==> config.mk <==
export PLATFORM = sky130hd
export DESIGN_NAME = display_timing_prog
export DESIGN_NICKNAME = d
export VERILOG_FILES = /design/src/rtl/display_pkg.sv /design/src/rtl/display_axis_ctr.sv /design/src/rtl/display_timing_prog.sv
export SDC_FILE = /design/constraint.sdc
export NUM_CORES = 1
export LEC_CHECK = 0
export BUFFER_PORTS_ARGS = -buffer_cell sky130_fd_sc_hd__buf_4
export CORE_MARGIN = 2
export CORE_UTILIZATION = 62
export DETAILED_ROUTE_END_ITERATION = 16
export HOLD_SLACK_MARGIN = 0.03
export PLACE_DENSITY_LB_ADDON = 0.2
export SKIP_LAST_GASP = 1
export SLEW_MARGIN = 20
export SYNTH_ARGS = -nofsm -noshare
export SYNTH_HDL_FRONTEND = slang
export SYNTH_SLANG_ARGS = --single-unit
==> constraint.sdc <==
create_clock -name clk_pix -period 12.2 [get_ports clk_pix]
set_input_delay 0 -clock clk_pix [delete_from_list [all_inputs] [get_ports clk_pix]]
set_output_delay 0 -clock clk_pix [all_outputs]
set_load 0.02 [all_outputs]
==> src/rtl/display_pkg.sv <==
// Shared types and timing helpers for the runtime-programmable display timing generator.
package display_pkg;
  localparam int CORDW = 16;

  typedef logic [CORDW-2:0]        field_t;
  typedef logic signed [CORDW-1:0] coord_t;

  typedef struct packed {
    field_t res;
    field_t fp;
    field_t sync;
    field_t bp;
    logic   pol;
  } timing_cfg_t;

  typedef struct packed {
    coord_t sta;
    coord_t s_sta;
    coord_t s_end;
    coord_t a_end;
  } timing_drv_t;

  // Blanking sits at negative coordinates so the active area starts at 0.
  function automatic timing_drv_t derive_timing(input field_t res, input field_t fp,
                                                input field_t sync, input field_t bp);
    timing_drv_t d;
    d.sta   = -($signed({1'b0, fp}) + $signed({1'b0, sync}) + $signed({1'b0, bp}));
    d.s_sta = d.sta + $signed({1'b0, fp});
    d.s_end = d.s_sta + $signed({1'b0, sync});
    d.a_end = $signed({1'b0, res}) - coord_t'(1);
    return d;
  endfunction

  function automatic logic cfg_bad(input field_t res, input field_t fp,
                                   input field_t sync, input field_t bp);
    logic [CORDW+1:0] total;
    total = {3'b000, res} + {3'b000, fp} + {3'b000, sync} + {3'b000, bp};
    return (res == '0) || (sync == '0) || (total > {3'b000, {(CORDW-1){1'b1}}});
  endfunction
endpackage

==> src/rtl/display_axis_ctr.sv <==
// One timing axis: position counter with start reload, wrap flag and sync/active compares.
module display_axis_ctr
  import display_pkg::*;
#(
  parameter coord_t RST_POS = '0
) (
  input  logic        clk,
  input  logic        rst,
  input  logic        step,
  input  logic        load,
  input  coord_t      load_pos,
  input  timing_drv_t drv,
  output coord_t      pos,
  output logic        at_end,
  output logic        at_sta,
  output logic        sync_act,
  output logic        active
);
  coord_t pos_reg;

  // load_pos is the start value of the timing in force after this edge.
  always_ff @(posedge clk or posedge rst) begin
    if (rst) begin
      pos_reg <= RST_POS;
    end else if (load || (step && at_end)) begin
      pos_reg <= load_pos;
    end else if (step) begin
      pos_reg <= pos_reg + coord_t'(1);
    end
  end

  assign pos      = pos_reg;
  assign at_end   = (pos_reg == drv.a_end);
  assign at_sta   = (pos_reg == drv.sta);
  assign sync_act = (pos_reg >= drv.s_sta) && (pos_reg < drv.s_end);
  assign active   = !pos_reg[CORDW-1];
endmodule

==> src/rtl/display_timing_prog.sv <==
// Programmable display timing generator: shadowed config, frame-aligned stop, frame counter.
module display_timing_prog
  import display_pkg::*;
#(
  parameter int CORDW     = display_pkg::CORDW,
  parameter int FCNTW     = 16,
  parameter int RST_H_RES = 640,
  parameter int RST_H_FP  = 16,
  parameter int RST_H_SYNC = 96,
  parameter int RST_H_BP  = 48,
  parameter int RST_V_RES = 480,
  parameter int RST_V_FP  = 10,
  parameter int RST_V_SYNC = 2,
  parameter int RST_V_BP  = 33,
  parameter bit RST_H_POL = 1'b0,
  parameter bit RST_V_POL = 1'b0
) (
  input  logic                    clk_pix,
  input  logic                    rst_pix,
  input  logic                    en,
  input  logic                    cfg_valid,
  output logic                    cfg_ready,
  input  logic [CORDW-2:0]        cfg_h_res,
  input  logic [CORDW-2:0]        cfg_h_fp,
  input  logic [CORDW-2:0]        cfg_h_sync,
  input  logic [CORDW-2:0]        cfg_h_bp,
  input  logic [CORDW-2:0]        cfg_v_res,
  input  logic [CORDW-2:0]        cfg_v_fp,
  input  logic [CORDW-2:0]        cfg_v_sync,
  input  logic [CORDW-2:0]        cfg_v_bp,
  input  logic                    cfg_h_pol,
  input  logic                    cfg_v_pol,
  output logic                    cfg_err,
  output logic                    running,
  output logic                    hsync,
  output logic                    vsync,
  output logic                    de,
  output logic                    frame,
  output logic                    line,
  output logic signed [CORDW-1:0] sx,
  output logic signed [CORDW-1:0] sy,
  output logic [FCNTW-1:0]        frame_count
);
  typedef enum logic [1:0] {ST_STOP, ST_RUN, ST_DRAIN} run_state_t;

  localparam timing_cfg_t RST_H_CFG = '{res: field_t'(RST_H_RES), fp: field_t'(RST_H_FP),
                                        sync: field_t'(RST_H_SYNC), bp: field_t'(RST_H_BP), pol: RST_H_POL};
  localparam timing_cfg_t RST_V_CFG = '{res: field_t'(RST_V_RES), fp: field_t'(RST_V_FP),
                                        sync: field_t'(RST_V_SYNC), bp: field_t'(RST_V_BP), pol: RST_V_POL};
  localparam timing_cfg_t [1:0] RST_CFG = {RST_V_CFG, RST_H_CFG};
  localparam timing_drv_t [1:0] RST_DRV = {
    derive_timing(RST_V_CFG.res, RST_V_CFG.fp, RST_V_CFG.sync, RST_V_CFG.bp),
    derive_timing(RST_H_CFG.res, RST_H_CFG.fp, RST_H_CFG.sync, RST_H_CFG.bp)};

  run_state_t        state_reg, state_next;
  timing_cfg_t [1:0] cfg_in, shadow_reg;
  timing_drv_t [1:0] drv_reg, drv_next;
  logic [1:0]        pol_reg;
  logic              pending_reg, cfg_err_reg;
  logic [FCNTW-1:0]  fc_reg;
  coord_t [1:0]      pos;
  logic [1:0]        step, at_end, at_sta, sync_act, active;
  logic              counting, wrap, apply, offer, offer_bad;
  logic              hsync_reg, vsync_reg, de_reg, frame_reg, line_reg, running_reg;
  coord_t            sx_reg, sy_reg;

  assign cfg_in[0] = '{res: cfg_h_res, fp: cfg_h_fp, sync: cfg_h_sync, bp: cfg_h_bp, pol: cfg_h_pol};
  assign cfg_in[1] = '{res: cfg_v_res, fp: cfg_v_fp, sync: cfg_v_sync, bp: cfg_v_bp, pol: cfg_v_pol};

  assign counting  = (state_reg != ST_STOP);
  assign wrap      = counting && at_end[0] && at_end[1];
  // A pending config lands only where a frame boundary is guaranteed.
  assign apply     = pending_reg && (wrap || (state_reg == ST_STOP));
  assign offer     = cfg_valid && !pending_reg;
  assign offer_bad = cfg_bad(cfg_in[0].res, cfg_in[0].fp, cfg_in[0].sync, cfg_in[0].bp) ||
                     cfg_bad(cfg_in[1].res, cfg_in[1].fp, cfg_in[1].sync, cfg_in[1].bp);
  assign step      = {counting && at_end[0], counting};

  genvar gi;
  generate
    for (gi = 0; gi < 2; gi++) begin : g_axis
      assign drv_next[gi] = apply ? derive_timing(shadow_reg[gi].res, shadow_reg[gi].fp,
                                                  shadow_reg[gi].sync, shadow_reg[gi].bp)
                                  : drv_reg[gi];
      display_axis_ctr #(.RST_POS(RST_DRV[gi].sta)) u_ctr (
        .clk      (clk_pix),
        .rst      (rst_pix),
        .step     (step[gi]),
        .load     (state_reg == ST_STOP),
        .load_pos (drv_next[gi].sta),
        .drv      (drv_reg[gi]),
        .pos      (pos[gi]),
        .at_end   (at_end[gi]),
        .at_sta   (at_sta[gi]),
        .sync_act (sync_act[gi]),
        .active   (active[gi])
      );
    end
  endgenerate

  always_comb begin
    state_next = state_reg;
    case (state_reg)
      ST_STOP:  if (en) state_next = ST_RUN;
      ST_RUN:   if (!en) state_next = ST_DRAIN;
      ST_DRAIN: begin
        if (en) state_next = ST_RUN;
        else if (wrap) state_next = ST_STOP;
      end
      default:  state_next = ST_STOP;
    endcase
  end

  always_ff @(posedge clk_pix or posedge rst_pix) begin
    if (rst_pix) begin
      state_reg   <= ST_STOP;
      shadow_reg  <= RST_CFG;
      drv_reg     <= RST_DRV;
      pol_reg     <= {RST_V_POL, RST_H_POL};
      pending_reg <= 1'b0;
      cfg_err_reg <= 1'b0;
      fc_reg      <= '0;
    end else begin
      state_reg   <= state_next;
      cfg_err_reg <= offer && offer_bad;
      if (wrap) fc_reg <= fc_reg + 1'b1;
      if (apply) begin
        drv_reg     <= drv_next;
        pol_reg     <= {shadow_reg[1].pol, shadow_reg[0].pol};
        pending_reg <= 1'b0;
      end
      // offer requires !pending, so it can never coincide with apply.
      if (offer && !offer_bad) begin
        shadow_reg  <= cfg_in;
        pending_reg <= 1'b1;
      end
    end
  end

  always_ff @(posedge clk_pix or posedge rst_pix) begin
    if (rst_pix) begin
      hsync_reg   <= ~RST_H_POL;
      vsync_reg   <= ~RST_V_POL;
      de_reg      <= 1'b0;
      frame_reg   <= 1'b0;
      line_reg    <= 1'b0;
      running_reg <= 1'b0;
      sx_reg      <= RST_DRV[0].sta;
      sy_reg      <= RST_DRV[1].sta;
    end else begin
      hsync_reg   <= ((counting && sync_act[0]) == pol_reg[0]);
      vsync_reg   <= ((counting && sync_act[1]) == pol_reg[1]);
      de_reg      <= counting && active[0] && active[1];
      line_reg    <= counting && at_sta[0];
      frame_reg   <= counting && at_sta[0] && at_sta[1];
      running_reg <= counting;
      sx_reg      <= pos[0];
      sy_reg      <= pos[1];
    end
  end

  assign cfg_ready   = !pending_reg;
  assign cfg_err     = cfg_err_reg;
  assign running     = running_reg;
  assign hsync       = hsync_reg;
  assign vsync       = vsync_reg;
  assign de          = de_reg;
  assign frame       = frame_reg;
  assign line        = line_reg;
  assign sx          = sx_reg;
  assign sy          = sy_reg;
  assign frame_count = fc_reg;
endmodule

==> results of run 1 <==
-- what timing repair did --
action / CTS / global route
gates resized for setup: 0 / 0
hold endpoints to repair: 211 / 0
hold buffers: 125 / 0
-- per-stage QoR --
stage          cells  hold slack [ns]  instance area (sq um)  util [%]  setup WS [ns]
5_1_grt         3157            0.184                  27700      74.0           5.74
3_3_place_gp    2963            0.160                  25200      67.4           6.41
2_1_floorplan   2326           0.0664                  23400         -           2.97
6_report        3157            0.136                  27700      74.0           6.09
3_5_place_dp    2963            0.168                  25200      67.4           6.22
4_1_cts         3156            0.155                  27700      74.0           6.21
-- Yosys cell counts (19+ instances only) --
cell / count / share of area [%]
inv_1: 341 / 5.5
nand3_1: 30 / 0.64
nor2b_1: 19 / 0.51
nor4_1: 29 / 0.77
o21ai_0: 143 / 3.1
dfstp_2: 154 / 17
o21a_1: 19 / 0.61
mux2i_1: 56 / 2.4
clkbuf_1: 40 / 0.64
nor3_1: 39 / 0.83
xnor2_1: 102 / 3.8
mux2_2: 82 / 3.9
nand2b_1: 20 / 0.53
a21oi_1: 101 / 2.2
ha_1: 227 / 12
a21o_1: 43 / 1.4
xor2_1: 94 / 3.5
nand4_1: 25 / 0.67
nand2_1: 190 / 3.0
dfrtp_1: 188 / 20
fa_1: 94 / 8.0
nor2_1: 86 / 1.4
-- per-layer routing --
layer | up-vias | global-route usage [%] | share of wire [%]
met5 | - | 0 | 0.022
met4 | 2 | 6.91 | 2.0
met3 | 89 | 5.65 | 7.3
met2 | 576 | 46.4 | 43
met1 | 8722 | 47.2 | 47
li1 | 8421 | - | -
-- logic make-up (layout without fill, tap and decap cells) --
group	after synthesis	count (layout)	synth area share, %
AND/OR/NAND/NOR	488	488	9.94
adder cells (fa/ha/maj)	321	321	20.2
flip-flops	342	342	37.4
other	0	1	0
AO/OA/AOI/OAI	418	418	11.1
buffers and inverters	406	725	6.74
multiplexers	155	155	7.42
XOR/XNOR	196	196	7.33
-- worst paths after layout --
| kind | start | to | slack, ns |
|---|---|---|---|
| min in group clk_pix | en | state_reg[1]$_DFFE_PP0P_ | 0.18 |
| worst min-delay path | rst_pix | sx[1]$_DFF_PP0_ | 0.14 |
| max in group asynchronous | rst_pix | pol_reg[1]$_DFFE_PP0P_ | 9.90 |
| worst max-delay path | shadow_reg[17]$_DFFE_PP0P_ | drv_reg[31]$_DFFE_PP1P_ | 6.09 |
| worst min register to register | pol_reg[1]$_DFFE_PP0P_ | vsync$_DFF_PP1_ | 0.42 |
| worst max register to register | shadow_reg[17]$_DFFE_PP0P_ | drv_reg[31]$_DFFE_PP1P_ | 6.09 |
-- worst max-delay path, delay by kind of cell (launching register included) --
kind / cells / cell delay [ns]
AOI/OAI and AO/OA: 10 / 2.30
adders and majority gates: 6 / 2.20
and+or+nand+nor: 3 / 0.53
DFF: 1 / 0.43
xor gates and xnor gates: 2 / 0.39
buffers and inverters: 3 / 0.16
-- layout make-up --
| class | count | area share (%) |
|---|---|---|
| multi-input combinational | 1578 | 47.4 |
| antenna | 1 | 0.00904 |
| tap | 511 | 2.31 |
| inverter | 341 | 4.65 |
| sequential | 342 | 31.6 |
| clock inverter | 13 | 0.533 |
| timing repair buffer | 316 | 9.70 |
| clock buffer | 55 | 3.84 |
==> impl_metrics.csv, run 1 <==
group,metric,value,unit
outcome,status,"finished clean",
finish,nNetsFinal,3063,
worst_setup_path,crit_path_max_fanout,6,
global_route,grt_max_degree,141,
floorplanning,core-area,37400,sq um
worst_setup_path,crit_required,12.63,ns
timing,rsz0062_at_grt,"false",
clocking,ctsHtreeMaxLevel,2,
clocking,clk_root_buffer_cell,"clkbuf_16",
timing,period_needed,6.11,ns
floorplanning,fp.dieH,198,um
worst_setup_path,worst_setup_path_start_kind,"flip-flop",
yosys,synth_cells,2326,
finish,layout_common_cells,"inv_1, ha_1, buf_4, nand2_1, dfrtp_1",
worst_setup_path,path_cells,"ha_1 > inv_1 > fa_1 > ha_1 > inv_1 > fa_1 > inv_1 > ha_1 > nor2b_1 > o21ai_0 > a21oi_1 > o21a_1 > or2_2 > xor2_1 > ha_1 > a2111oi_0 > nor3_1 > a221oi_1 > o21bai_1 > a21o_1 > a31o_2 > a31oi_1 > xnor2_1 > o21ai_0",
floorplanning,io_pins,182,
global_route,grt_antenna_before_repair,2,
drt,drc,0,
drt,routed_wl,59200,um
placed_design,io_buffers,181,
yosys,syn_avg_cell_area,10.1,sq um
timing,fmax,164,MHz
worst_setup_path,slowest_delay,0.57,ns
placed_design,place.gp.congestion,0.895,
clocking,insertion_delay,0.54,ns
timing,finalCritPeriodShare,50.1,%
timing,setup_viol,0,
job,max_cap_violations,0,
drt,via_per_inst,5.64,
global_route,track_usage,31.1,%
clocking,post-cts-setup-buffers,0,
global_route,grt_pass1_vias,17900,
finish,multi_input_area,13100,sq um
worst_setup_path,end_kind,"flip-flop",
finish,fill_cells,2611,
clocking,cts_tree,"done",
drt,wl_per_cell,18.8,um
worst_setup_path,worstSetupPathType,"reg2reg",
placed_design,dp_hpwl,45000,um
yosys,async_reset_ff_share,100,%
worst_setup_path,slowest_stage,"fa_1",
yosys,synth_area,23400,sq um
yosys,synth-seq-area-share,37.4,%
yosys,synth_edf_count,0,
finish,seqCellArea,8750,sq um
finish,largest_register_ffs,128,
floorplanning,fp.dieW,198,um
floorplanning,start_util,62.6,%
drt,dr_total_vias,17800,
drt,first_pass_iters,7,
floorplanning,dieArea,39400,sq um
clocking,cts.path.max_buffers,3,
timing,tightestPinTransition,1.09,ns
timing,hold_viol,0,
floorplanning,row_count,71,
finish,syn_to_final_growth,18.2,%
worst_setup_path,worstPathArrival,6.54,ns
timing,final.setup.tns,0,ns
drt,postRouteAntennaNets,0,
worst_setup_path,reg2regPathDepth,24,
global_route,grt-ovfl-total,0,
yosys,synth_seq_cells,342,
clocking,clock-sinks,342,
min_path,hold_path_class,"in2async",
finish,final_layout_size_suffix_gt1_share,19.5,%
global_route,grt_pass1_wl,95000,um
finish,final_common_cell,"inv_1",
clocking,path_clk_slew,0.06,ns
yosys,synth_fp_nets,2773,
timing,relSlewSlack,27.4,%
yosys,synth_cell_types,68,
yosys,ys.flop_type,"dfrtp_1",
timing,finalClockSkew,0.0146,ns
timing,slew_viol_final,0,
clocking,cts_buffers,37,
yosys,ys_warn_count,0,
worst_setup_path,cp_common_cell,"ha_1",
drt,first_iter_violations,1141,
Power of run 1 is not shown: default switching activity piles up to over one toggle a cycle in this logic, so the estimate is an artifact.
==> run 2: changes to the inputs <==
Clock period 12.2 ns to 6.1 ns, I/O delays scaled along.
==> impl_metrics.csv, run 2 (synthesized netlist as in run 1, its figures left out) <==
group,metric,value,unit
clocking,clk_root_buffer_cell,"clkbuf_16",
worst_setup_path,r2r_start,"shadow_reg[17]$_DFFE_PP0P_",
finish,largest_register_ffs,128,
placed_design,io_buffers,181,
global_route,grt-ovfl-total,0,
timing,tightestPinTransition,0.999,ns
worst_setup_path,path_cells,"ha_1 > inv_1 > fa_1 > ha_1 > inv_1 > fa_1 > inv_1 > ha_1 > nor2b_1 > o21ai_0 > a21oi_1 > o21a_1 > or2_2 > xor2_1 > ha_1 > a2111oi_1 > o21ai_0 > a221oi_2 > o21bai_1 > a21o_1 > a31o_2 > a31oi_1 > xnor2_1 > o21ai_0",
worst_setup_path,cp.depth,24,
job,max_cap_violations,0,
drt,postRouteAntennaNets,0,
timing,setup_viol,0,
global_route,grt_use_met1,48.3,%
timing,period_needed,5.88,ns
global_route,use_met2,47.3,%
global_route,grt_max_degree,160,
worst_setup_path,crit_path_max_fanout,6,
worst_setup_path,slowest_delay,0.56,ns
worst_setup_path,r2r_setup_slack,0.22,ns
finish,final_common_cell,"inv_1",
worst_setup_path,worst_setup_path_start_kind,"flip-flop",
timing,fmax,170,MHz
drt,routed_wl,60800,um
worst_setup_path,reg2regPathDepth,24,
worst_setup_path,crit_required,6.57,ns
worst_setup_path,end_kind,"flip-flop",
min_path,hold_path_class,"in2async",
finish,layout_common_cells,"inv_1, ha_1, nand2_1, buf_4, dfrtp_1",
clocking,post-cts-setup-buffers,0,
timing,hold_viol,0,
clocking,ctsHtreeMaxLevel,2,
timing,finalCritPeriodShare,96.3,%
global_route,grt_pass1_vias,18100,
global_route,track_usage,31.9,%
clocking,cts.path.max_buffers,3,
placed_design,dp_hpwl,45600,um
drt,first_iter_violations,1221,
drt,dr_total_vias,18000,
global_route,met3_usage,4.95,%
floorplanning,fp.dieW,198,um
clocking,clock-sinks,342,
timing,relSlewSlack,31.7,%
worst_setup_path,worstSetupPathType,"reg2reg",
drt,wl_per_cell,19.2,um
global_route,grt_pass1_wl,97000,um
finish,final_cell_area,27900,sq um
floorplanning,core-area,37400,sq um
placed_design,placed_cell_area,25300,sq um
finish,final_layout_size_suffix_gt1_share,19.9,%
timing,finalClockSkew,0.0126,ns
drt,first_pass_iters,6,
worst_setup_path,worst-path-buf-inv,3,
worst_setup_path,cp_common_cell,"ha_1",
floorplanning,row_count,71,
finish,syn_to_final_growth,19.1,%
floorplanning,start_util,62.6,%
worst_setup_path,crit_family,"compound AO/OA/AOI/OAI gates",
floorplanning,io_pins,182,
timing,slew_viol_final,0,
timing,hold_ws,0.160,ns
worst_setup_path,slowest_stage,"fa_1",
clocking,cts_buffers,37,
floorplanning,fp.dieH,198,um
placed_design,place.gp.congestion,0.901,
drt,drc,0,
worst_setup_path,worstPathArrival,6.35,ns
clocking,path_clk_slew,0.07,ns
global_route,busiest_layer,"met1",
clocking,insertion_delay,0.55,ns
finish,fill_cells,2545,
clocking,cts_tree,"done",
outcome,status,"finished clean",
finish,nNetsFinal,3066,
worst_setup_path,worstReg2RegEnd,"drv_reg[31]$_DFFE_PP1P_",
global_route,grt_antenna_before_repair,2,
drt,via_per_inst,5.70,
floorplanning,dieArea,39400,sq um
run 2: worst max-delay path by stage:
stage	startpoint	endpoint	slack (ns)
final	shadow_reg[17]$_DFFE_PP0P_	drv_reg[31]$_DFFE_PP1P_	0.22
after global routing	shadow_reg[17]$_DFFE_PP0P_	drv_reg[31]$_DFFE_PP1P_	-0.008
after CTS	shadow_reg[17]$_DFFE_PP0P_	drv_reg[31]$_DFFE_PP1P_	0.16
after detailed placement	shadow_reg[17]$_DFFE_PP0P_	drv_reg[31]$_DFFE_PP1P_	0.21
after global placement	shadow_reg[17]$_DFFE_PP0P_	drv_reg[31]$_DFFE_PP1P_	0.31
after floorplan	shadow_reg[17]$_DFFE_PP0P_	drv_reg[31]$_DFFE_PP1P_	0.67
run 2: tightest hold or removal path, cell delays in order:
cell and delay (ns):
dlygate4sd3_1 0.53, buf_4 0.14, clkinvlp_4 0.53
run 2: routing by layer:
metal  vias up  routed length [um]
met4         0                1840
met3       115                4660
met2       649               26200
met5         -                   0
met1      8808               28100
li1       8432                   -
run 2: layout make-up:
type / count / area [sq um] / area share (%)
sequential: 342 / 8750 / 31.4
multi-input combinational: 1578 / 13100 / 47.1
clock inverter: 22 / 330 / 1.18
inverter: 341 / 1280 / 4.60
timing repair buffer: 319 / 2770 / 9.91
antenna: 1 / 2.50 / 0.00897
tap: 511 / 639 / 2.29
clock buffer: 46 / 1000 / 3.58
run 2: stage by stage:
| step | std cells | setup TNS (ns) | util (%) | worst slack, ns |
|---|---|---|---|---|
| floorplan | 2326 | 0 | - | 0.674 |
| global placement | 2965 | 0 | 67.6 | 0.314 |
| detailed placement | 2965 | 0 | 67.6 | 0.210 |
| CTS | 3158 | 0 | 74.5 | 0.162 |
| global route | 3160 | -0.00817 | 74.6 | -0.00817 |
| finish | 3160 | 0 | 74.6 | 0.224 |
run 2: what timing repair did:
item	CTS	global route
endpoints found under the hold margin	160	0
endpoints found under the setup margin	0	2
hold buffers	125	0
resized for setup	0	6
Power of run 2 is left out for the same reason.
